### config.mk
export PLATFORM = sky130hd
export DESIGN_NAME = ripple_count_monitor
export DESIGN_NICKNAME = d
export VERILOG_FILES = /design/src/rtl/ripple_count_pkg.sv /design/src/rtl/rcm_sync2.sv /design/src/rtl/ripple_count_monitor.sv
export SDC_FILE = /design/constraint.sdc
export NUM_CORES = 1
export LEC_CHECK = 0
export ABC_AREA = 1
export CORE_MARGIN = 1
export CORE_UTILIZATION = 40
export DETAILED_ROUTE_END_ITERATION = 7
export GPL_TIMING_DRIVEN = 0
export HOLD_SLACK_MARGIN = 0.08
export PLACE_DENSITY = 0.66
export SLEW_MARGIN = 20
export SYNTH_ARGS = -nofsm -noshare
export SYNTH_HDL_FRONTEND = slang
export SYNTH_SLANG_ARGS = --single-unit
### constraint.sdc
create_clock -name clk -period 2 [get_ports clk]
set_input_delay 0.3 -clock clk [delete_from_list [all_inputs] [get_ports clk]]
set_output_delay 0.3 -clock clk [all_outputs]
set_load 0.02 [all_outputs]
### src/rtl/ripple_count_pkg.sv
`default_nettype none
// ============================================================================
// Module  : ripple_count_pkg
// Purpose : Shared types and constants for ripple_count_monitor: FSM state
//           enum, parameter defaults, onehot reset value and decode helper.
// Revision: 1.0 - initial release
// ============================================================================
package ripple_count_pkg;

  // Debounce FSM states
  typedef enum logic [1:0] {
    ST_IDLE   = 2'd0,
    ST_SETTLE = 2'd1,
    ST_COMMIT = 2'd2
  } rcm_state_t;

  localparam int         C_DEF_STABLE_CYCLES = 3;
  localparam int         C_DEF_WRAP_W        = 8;
  localparam logic [3:0] C_ONEHOT_RST        = 4'b0001;

  // One-hot decode of a 2-bit count value
  function automatic logic [3:0] f_onehot(input logic [1:0] i_v);
    return 4'b0001 << i_v;
  endfunction

endpackage
`default_nettype wire

### src/rtl/rcm_sync2.sv
`default_nettype none
// ============================================================================
// Module  : rcm_sync2
// Purpose : Single-bit two-flop synchronizer, asynchronous active-low reset.
// Revision: 1.0 - initial release
// ============================================================================
module rcm_sync2 (
  input  logic clk,
  input  logic rst_n,
  input  logic i_d,
  output logic o_q
);

  logic r_meta;
  logic r_sync;

  // Two back-to-back flops to resolve metastability on the async input
  always_ff @(posedge clk or negedge rst_n) begin
    if (!rst_n) begin
      r_meta <= 1'b0;
      r_sync <= 1'b0;
    end else begin
      r_meta <= i_d;
      r_sync <= r_meta;
    end
  end

  assign o_q = r_sync;

endmodule
`default_nettype wire

### src/rtl/ripple_count_monitor.sv
`default_nettype none
// ============================================================================
// Module  : ripple_count_monitor
// Purpose : Synchronizes a 2-bit ripple counter, filters ripple glitches by
//           requiring a value to hold STABLE_CYCLES, and reports each accepted
//           change as a valid/ready event with wrap/skip classification.
// Config  : RCM_WRAP_COUNT_EN - when defined, builds the wrap_count register;
//           otherwise wrap_count is tied to 0.
// Revision: 1.0 - initial release
// ============================================================================
module ripple_count_monitor
  import ripple_count_pkg::*;
#(
  parameter int STABLE_CYCLES = C_DEF_STABLE_CYCLES,
  parameter int WRAP_W        = C_DEF_WRAP_W
) (
  input  logic              clk,
  input  logic              rst_n,
  input  logic              count0,
  input  logic              count1,
  output logic              evt_valid,
  input  logic              evt_ready,
  output logic [1:0]        evt_value,
  output logic              evt_wrap,
  output logic              evt_skip,
  output logic [3:0]        onehot,
  output logic              overrun,
  input  logic              clr_overrun,
  output logic [WRAP_W-1:0] wrap_count
);

  localparam logic [3:0] C_STABLE = 4'(STABLE_CYCLES);

  logic       w_s0;
  logic       w_s1;
  logic [1:0] w_s;

  rcm_sync2 u_sync0 (.clk(clk), .rst_n(rst_n), .i_d(count0), .o_q(w_s0));
  rcm_sync2 u_sync1 (.clk(clk), .rst_n(rst_n), .i_d(count1), .o_q(w_s1));

  assign w_s = {w_s1, w_s0};

  rcm_state_t r_state;
  rcm_state_t w_state_nxt;
  logic [1:0] r_stab;
  logic [1:0] r_cand;
  logic [1:0] w_cand_nxt;
  logic [3:0] r_cnt;
  logic [3:0] w_cnt_nxt;

  logic       w_commit;
  logic       w_wrap;
  logic       w_skip;
  logic [1:0] w_stab_inc;
  logic       w_drop;

  logic       r_evt_valid;
  logic [1:0] r_evt_value;
  logic       r_evt_wrap;
  logic       r_evt_skip;
  logic [3:0] r_onehot;
  logic       r_overrun;

  // FSM state, candidate and settle counter registers
  always_ff @(posedge clk or negedge rst_n) begin
    if (!rst_n) begin
      r_state <= ST_IDLE;
      r_cand  <= 2'd0;
      r_cnt   <= 4'd0;
    end else begin
      r_state <= w_state_nxt;
      r_cand  <= w_cand_nxt;
      r_cnt   <= w_cnt_nxt;
    end
  end

  // Next-state: track a candidate until it has held long enough to commit
  always_comb begin
    w_state_nxt = r_state;
    w_cand_nxt  = r_cand;
    w_cnt_nxt   = r_cnt;
    case (r_state)
      ST_IDLE: begin
        if (w_s != r_stab) begin
          w_cand_nxt  = w_s;
          w_cnt_nxt   = 4'd1;
          w_state_nxt = ST_SETTLE;
        end
      end
      ST_SETTLE: begin
        if (w_s == r_stab) begin
          // glitch reverted to the accepted value
          w_state_nxt = ST_IDLE;
        end else if (w_s != r_cand) begin
          // intermediate ripple state: restart on the new value
          w_cand_nxt = w_s;
          w_cnt_nxt  = 4'd1;
        end else if (r_cnt == C_STABLE) begin
          w_state_nxt = ST_COMMIT;
        end else begin
          w_cnt_nxt = r_cnt + 4'd1;
        end
      end
      ST_COMMIT: begin
        w_state_nxt = ST_IDLE;
      end
      default: begin
        w_state_nxt = ST_IDLE;
      end
    endcase
  end

  assign w_commit   = (r_state == ST_COMMIT);
  assign w_stab_inc = r_stab + 2'd1;
  assign w_wrap     = (r_stab == 2'd3) && (r_cand == 2'd0);
  assign w_skip     = (r_cand != w_stab_inc);
  assign w_drop     = w_commit && r_evt_valid && !evt_ready;

  // Accepted value and its one-hot decode, both updated on commit
  always_ff @(posedge clk or negedge rst_n) begin
    if (!rst_n) begin
      r_stab   <= 2'd0;
      r_onehot <= C_ONEHOT_RST;
    end else if (w_commit) begin
      r_stab   <= r_cand;
      r_onehot <= f_onehot(r_cand);
    end
  end

  // Single-entry event slot; a new event overwrites an unconsumed one
  always_ff @(posedge clk or negedge rst_n) begin
    if (!rst_n) begin
      r_evt_valid <= 1'b0;
      r_evt_value <= 2'd0;
      r_evt_wrap  <= 1'b0;
      r_evt_skip  <= 1'b0;
    end else if (w_commit) begin
      r_evt_valid <= 1'b1;
      r_evt_value <= r_cand;
      r_evt_wrap  <= w_wrap;
      r_evt_skip  <= w_skip;
    end else if (r_evt_valid && evt_ready) begin
      r_evt_valid <= 1'b0;
    end
  end

  // Sticky overrun flag; a drop on the same edge as a clear wins
  always_ff @(posedge clk or negedge rst_n) begin
    if (!rst_n) begin
      r_overrun <= 1'b0;
    end else if (w_drop) begin
      r_overrun <= 1'b1;
    end else if (clr_overrun) begin
      r_overrun <= 1'b0;
    end
  end

`ifdef RCM_WRAP_COUNT_EN
  logic [WRAP_W-1:0] r_wrap_count;

  // Count wrap events regardless of whether they are consumed
  always_ff @(posedge clk or negedge rst_n) begin
    if (!rst_n) begin
      r_wrap_count <= '0;
    end else if (w_commit && w_wrap) begin
      r_wrap_count <= r_wrap_count + 1'b1;
    end
  end

  assign wrap_count = r_wrap_count;
`else
  assign wrap_count = '0;
`endif

  assign evt_valid = r_evt_valid;
  assign evt_value = r_evt_value;
  assign evt_wrap  = r_evt_wrap;
  assign evt_skip  = r_evt_skip;
  assign onehot    = r_onehot;
  assign overrun   = r_overrun;

endmodule
`default_nettype wire

# After elaboration in Yosys (flattened, before gate mapping)
# Index checks and enable logic that the tools add are counted.
[word_totals]
regBits = 22
out_inout_bits = 18
elab_cells = 61
[op_classes]
n_addsub = 2
eq_ne = 14
shifts = 1
n_mux = 18
reduce_logical = 13
[op_table]
columns = ["operator", "n"]
rows = [
  ["$mux 4", 4],
  ["$mux 2", 7],
  ["$ne 3x3->1 const B", 3],
  ["$pmux 2 s2", 2],
  ["$pmux 4 s2", 1],
  ["$reduce_and 4->1", 2],
  ["$ne 2x2->1", 3],
  ["$ne 2x2->1 const B", 3],
  ["$reduce_bool 2->1", 3],
  ["$add 4x1->4 const B", 1],
  ["$eq 2x2->1 const B", 2],
  ["$eq 4x2->1 const B", 1],
  ["$logic_and 1x1->1", 4],
  ["$logic_not 2->1", 2],
  ["$mux 1", 4],
  ["$shl 1x2->4 const A", 1],
  ["$reduce_and 3->1", 1],
  ["$add 2x1->2 const B", 1],
  ["$eq 2x1->1 const B", 1],
  ["$eq 2x2->1", 1],
  ["$logic_not 1->1", 1],
]

# Longest topological paths before layout
# Gate-level depths: netlist of the first run.
[logic_depth]
depth_word = 5
ltp_mapped = 8
ltp_nobuf = 8

# Cells and area by module
# From an unflattened synthesis of the first run, not the netlist that was laid out.
[unflattened]
cells_unflattened = 111
area_unflattened_um2 = 1026.0
[modules_own_cells]
columns = ["mod", "n_inst", "cells_each", "area_each_um2", "seq_area_each_um2"]
rows = [
  ["ripple_count_monitor", 1, 107, 925.9, 451.7],
  ["rcm_sync2", 2, 2, 50.0, 50.0],
]

# Worst setup path after synthesis of the first run
# OpenSTA, ideal clock, no wires.
[synth_timing]
path_type = "register to register"
from = "register evt_value[0] (netlist name)"
to = "register r_cnt[2]"
setup_time_ns = 0.118
arrival_ns = 1.170
setup_slack_ns = 0.712
stages_incl_launch_ff = 8
period_less_slack_ns = 1.288
path_cell_list = "dfrtp_1 -> inv_1 -> nand2_2 -> nand2_2 -> a21oi_4 -> nand2_4 -> nand2_1 -> nand2_1"
[synth_lines]
columns = ["item", "line", "rtl"]
rows = [
  ["end signal, assigned", "ripple_count_monitor.sv:73", "r_cnt <= w_cnt_nxt;"],
  ["end, declared", "ripple_count_monitor.sv:48", "logic [3:0] r_cnt;"],
]

# Final worst setup path of the first run
[layout_timing]
from = "register r_onehot[0] (netlist: onehot[0])"
to = "output port onehot[0]"
[layout_lines]
columns = ["item", "line", "rtl"]
rows = [
  ["start, declared", "ripple_count_monitor.sv:61", "logic [3:0] r_onehot;"],
  ["start signal, assigned", "ripple_count_monitor.sv:126", "r_onehot <= f_onehot(r_cand);"],
  ["end, declared", "ripple_count_monitor.sv:26", "output logic [3:0] onehot,"],
]
# No word-level cell between the ends.

==> results of run 1 <==
==> kinds of logic (layout without fill, tap and decap cells) <==
family,Yosys count,after routing,share of synthesized area
simple gates,64,64,0.2815
fa+ha+maj,2,2,0.02288
other cells,1,8,0.003429
flops,22,22,0.5046
compound gates,8,8,0.05492
xor+xnor,2,2,0.01602
buf+inv,24,44,0.1167
==> layout make-up <==
class | instances | area [um^2] | share of cell area
clock buffer | 4 | 36.28 | 0.02690
multi-input combinational | 84 | 440.4 | 0.3265
inverter | 15 | 56.30 | 0.04174
timing repair buffer | 16 | 155.1 | 0.1150
buffer | 9 | 71.32 | 0.05288
tap | 30 | 37.54 | 0.02783
sequential | 22 | 551.8 | 0.4091
==> final timing paths <==
path	slack (ps)	from	to	cells after the start
setup / recovery	250	onehot[0]	onehot[0]	1
hold / removal	370	u_sync1.r_meta	u_sync1.o_q	0
setup reg to reg	620	r_cnt[0]	r_cnt[3]	6
hold reg to reg	370	u_sync1.r_meta	u_sync1.o_q	0
max in group asynchronous	1200	rst_n	onehot[0]	2
min in group asynchronous	460	rst_n	onehot[1]	2
==> where the power goes <==
group | leakage [nW] | switching [mW] | total, mW | internal (mW)
clock network | 0.0210 | 0.129 | 0.240 | 0.111
logic | 0.385 | 0.318 | 0.558 | 0.240
registers | 0.281 | 0.0814 | 0.618 | 0.536
total | 0.687 | 0.528 | 1.42 | 0.888
==> routing by layer <==
layer	wire, um	up-vias
met4	21	0
met3	88	5
li1	-	427
met2	808	19
met1	815	369
met5	0	-
==> worst register-to-register path, delay by kind of cell (launching register included) <==
kind	cells	cell delay (ps)
adder cells (fa/ha/maj)	1	200
flip-flops	1	430
AND/OR/NAND/NOR	5	690
==> state kept, by name (all words and copies together), names as in the netlist, 2 cells and up <==
name	cells
onehot	4
r_cnt	4
evt_value	2
r_cand	2
r_state	2
==> stage by stage <==
stage | utilization | cell area, um^2 | setup slack (ps)
5_1_grt | 0.5347 | 1349 | 185.5
3_5_place_dp | 0.5184 | 1308 | 498.0
4_1_cts | 0.5327 | 1344 | 231.2
6_report | 0.5347 | 1349 | 250.3
2_1_floorplan | - | 1120 | 712.3
3_3_place_gp | 0.5184 | 1308 | 518.1
==> layout by cell type (no fill, tap or decap), types with 2 or more instances in the layout <==
cell,n
clkdlybuf4s50_1,14
nor2_1,8
nor3b_1,2
nand2_1,35
inv_2,2
conb_1,8
dfrtp_1,21
buf_4,8
nor2_4,2
ha_1,2
nand3_2,2
clkbuf_4,3
inv_1,13
nand4_1,2
xnor2_1,2
nand3_1,8
nand2_2,3
o21ai_0,3
==> what timing repair did <==
item / 4_1_cts / 5_1_grt
endpoints found under the hold margin: 0 / 21
setup buffers: 0 / 0
hold buffers: 0 / 1
resized for setup: 0 / 0
==> impl_metrics.py, run 1 <==
metrics = {
    "min_path": {
        "hold_class": "flop to flop",
    },
    "route": {
        "drt_wl_total_um": 1733,
        "ant_nets": 0,
        "remaining_drc_errors": 0,
        "vias": 820,
        "first_pass_iters": 3,
        "viasPerCell": 4.556,
        "wl_per_cell_um": 9.628,
        "drt_iter0_drc": 3,
    },
    "timing": {
        "holdWs_ps": 366.3,
        "slew_violations": 0,
        "grt_setup_unrepaired": "no",
        "setup_viol_count_final": 0,
        "max_freq_ghz": 0.5715,
        "fin_crit_sh": 0.8749,
        "tns_ps": 0,
        "finalHoldViolations": 0,
        "fin_worst_skew_ps": 8.585,
        "min_period_ps": 1750,
    },
    "cells_and_area": {
        "fin_nets": 159,
        "fin_cells": 180,
        "drive_above_1_share": 0.1800,
        "antennaDiodeCount": 0,
        "nFillCells": 244,
        "area_growth_pct": 23.34,
    },
    "synth": {
        "synth_area_leaders": "dfrtp_1 48%, nand2_1 12%, buf_4 5.5%",
        "yosysTopAreaCellShare": 0.4805,
        "ys.flop_type": "dfrtp_1",
        "synth_seq_area_share": 0.5046,
        "synthArstFlopShare": 1.000,
        "ys_warn_count": 0,
        "synth-seq-cells": 22,
        "synth_edf_count": 0,
        "yosysTopAreaCell": "dfrtp_1",
        "synth.distinct_cells": 25,
        "syn_area_um2": 1094,
        "synth_common_cells": "35 x nand2_1, 21 x dfrtp_1, 13 x inv_1",
        "avgSynthCellArea_um2": 8.891,
        "yosysMostFrequentCell": "nand2_1",
        "syn_inst": 123,
    },
    "clock_tree": {
        "cts_tree": "yes",
        "cts_buffers": 3,
        "cts_buffer_depth": 2,
        "cts_root_buf": "clkbuf_4",
        "clkTransAtPathRegs_ps": 120,
        "insertion_delay_ps": 310,
        "h-tree-depth": 1,
        "clock-sinks": 22,
    },
    "critical_path": {
        "end_kind": "output port",
        "critPathMaxFanout": 2,
        "cp_num_buf_inv": 1,
        "slowest_stage": "clkdlybuf4s50_1",
        "path_delay_family": "buffers and inverters",
        "critical_path.cell_chain": "clkdlybuf4s50_1",
        "worstPathArrival_ps": 1450,
        "crit_type": "flop to output port",
        "critPathRequiredTime_ps": 1700,
        "cp_slowest_stage_delay_ps": 590,
        "critPathLaunchType": "flop",
    },
    "power_and_ir_drop": {
        "peakVddDrop_mv": 0.6509,
        "leakage_nw": 0.6872,
        "total_power_mw": 1.416,
        "power_density_nw_per_um2": 1050,
    },
    "floorplanning": {
        "core.rowCount": 18,
        "io_pins": 24,
        "dieWidth_um": 54.29,
        "die-area_um2": 2947,
        "die_h_um": 54.29,
        "core_um2": 2522,
        "initial_core_util": 0.4335,
    },
    "global_routing": {
        "grt_overflow": 0,
        "grt_first_pass_wirelength_um": 3201,
        "grt_usage": 0.1537,
        "grt_max_degree": 23,
        "first_global_vias": 771,
        "grt.met1_usage": 0.1786,
        "use_met2": 0.2703,
        "gr-usage-met3": 0.05000,
        "antenna_found_initial": 0,
        "grt.busiest_layer": "met2",
    },
    "placed_design": {
        "routabilityCongestion": 0.7694,
        "dp.cells": 175,
        "dp_hpwl_um": 1354,
        "portBuffers": 15,
    },
    "run": {
        "maxCapViolCount": 0,
    },
    "run_status": {
        "status": "finished clean",
    },
}
Power figures use the tool's default switching activity.
==> inputs of run 2 (changes only) <==
Settings changed: CTS_BUF_LIST from default to sky130_fd_sc_hd__clkbuf_16, GPL_ROUTABILITY_DRIVEN from default to 0.
==> impl_metrics.py, run 2 (synthesized netlist as in run 1, its figures left out) <==
metrics = {
    "floorplanning": {
        "core_um2": 2522,
        "dieWidth_um": 54.29,
        "io_pins": 24,
        "die_h_um": 54.29,
        "die-area_um2": 2947,
        "initial_core_util": 0.4335,
        "core.rowCount": 18,
    },
    "clock_tree": {
        "clkTransAtPathRegs_ps": 60,
        "cts_resized": 0,
        "cts_buffers": 3,
        "insertion_delay_ps": 250,
        "clock-sinks": 22,
        "cts_buffer_depth": 2,
        "cts_tree": "yes",
        "h-tree-depth": 1,
        "cts_root_buf": "clkbuf_16",
    },
    "cells_and_area": {
        "drive_above_1_share": 0.1733,
        "fin_cells": 180,
        "final_common_cell": "nand2_1",
        "layout_common_cells": "35 x nand2_1, 21 x dfrtp_1, 14 x clkdlybuf4s50_1",
        "antennaDiodeCount": 0,
        "fin_nets": 159,
        "area_growth_pct": 27.23,
        "final_core_util": 0.5516,
    },
    "critical_path": {
        "slowest_stage": "clkdlybuf4s50_1",
        "critPathRequiredTime_ps": 1700,
        "crit_type": "flop to output port",
        "end_kind": "output port",
        "critPathLaunchType": "flop",
        "cp_num_buf_inv": 1,
        "critical_path.cell_chain": "clkdlybuf4s50_1",
        "critPathMaxFanout": 2,
        "worstPathArrival_ps": 1370,
        "cp_slowest_stage_delay_ps": 590,
        "path_delay_family": "buffers and inverters",
    },
    "timing": {
        "tns_ps": 0,
        "max_freq_ghz": 0.5989,
        "slew_violations": 0,
        "fin_crit_sh": 0.8348,
        "min_period_ps": 1670,
        "setup_viol_count_final": 0,
        "finalHoldViolations": 0,
        "fin_worst_skew_ps": 3.344,
        "grt_setup_unrepaired": "no",
    },
    "power_and_ir_drop": {
        "leakage_nw": 0.7048,
        "total_power_mw": 1.591,
        "power_density_nw_per_um2": 1143,
        "peakVddDrop_mv": 0.8722,
    },
    "global_routing": {
        "grt_first_pass_wirelength_um": 3194,
        "grt_max_degree": 23,
        "antenna_found_initial": 0,
        "grt_overflow": 0,
        "grt_usage": 0.1547,
        "first_global_vias": 766,
    },
    "placed_design": {
        "portBuffers": 15,
        "dp.cells": 175,
        "dp_hpwl_um": 1354,
    },
    "route": {
        "drt_iter0_drc": 5,
        "wl_per_cell_um": 9.833,
        "first_pass_iters": 3,
        "viasPerCell": 4.506,
        "ant_nets": 0,
        "vias": 811,
        "drt_wl_total_um": 1770,
        "remaining_drc_errors": 0,
    },
    "run": {
        "maxCapViolCount": 0,
    },
    "run_status": {
        "status": "finished clean",
    },
    "min_path": {
        "hold_class": "flop to flop",
    },
}
run 2: cell types whose count changed in the layout (fill, tap and decap cells not counted), sizes merged:
cell,previous run,this run
clkbuf,4,3
clkinv,0,1
run 2: area by class of cell:
class	count	area (um^2)
clock buffers	3	75.07
repair buffers	16	155.1
fillers	239	1131
well taps	30	37.54
multi-input cells	84	440.4
plain buffers	9	71.32
clock inverters	1	3.754
flip-flops and latches	22	551.8
inverters	15	56.30
run 2: timing repair:
| item | CTS | global route |
|---|---|---|
| endpoints found under the hold margin | 0 | 21 |
| endpoints found under the setup margin | 0 | 0 |
| setup buffers | 0 | 0 |
| hold buffers | 0 | 1 |
run 2: final timing paths:
kind                                start           to  slack, ps  cells after the start
min reg2reg                u_sync1.r_meta  u_sync1.o_q        350                      0
max                             onehot[0]    onehot[0]        330                      1
max in group asynchronous           rst_n    onehot[0]       1130                      2
min                        u_sync1.r_meta  u_sync1.o_q        350                      0
max reg2reg                      r_cnt[0]     r_cnt[3]        620                      6
min in group asynchronous           rst_n    onehot[1]        530                      2
run 2: worst reg2reg max path: stages, from the launching register on:
cell and delay (ps):
dfrtp_1 420, ha_1 200, nor3b_1 230, nand3_2 210, nand2_4 140, nand2_1 60
nand2_1 60
run 2: metrics by stage:
stage               hold slack (ps)  worst slack (ps)  area (um^2)
floorplan                     4.409             712.3         1120
global placement              335.1             518.1         1308
detailed placement            346.5             498.0         1308
CTS                           359.1             321.1         1386
global route                  361.8             283.7         1391
finish                        353.3             330.3         1391
run 2: power by group:
| part | switching, mW | internal [mW] |
|---|---|---|
| combinational | 0.320 | 0.240 |
| sequential | 0.0823 | 0.538 |
| clock | 0.144 | 0.266 |
| total | 0.546 | 1.04 |
run 2: routing by layer:
layer / wire (um) / part of all wire / track usage
met4: 13 / 0.0073 / 0.03846
met2: 821 / 0.46 / 0.2724
met5: 0 / 0 / 0
met3: 88 / 0.050 / 0.05000
met1: 847 / 0.48 / 0.1801
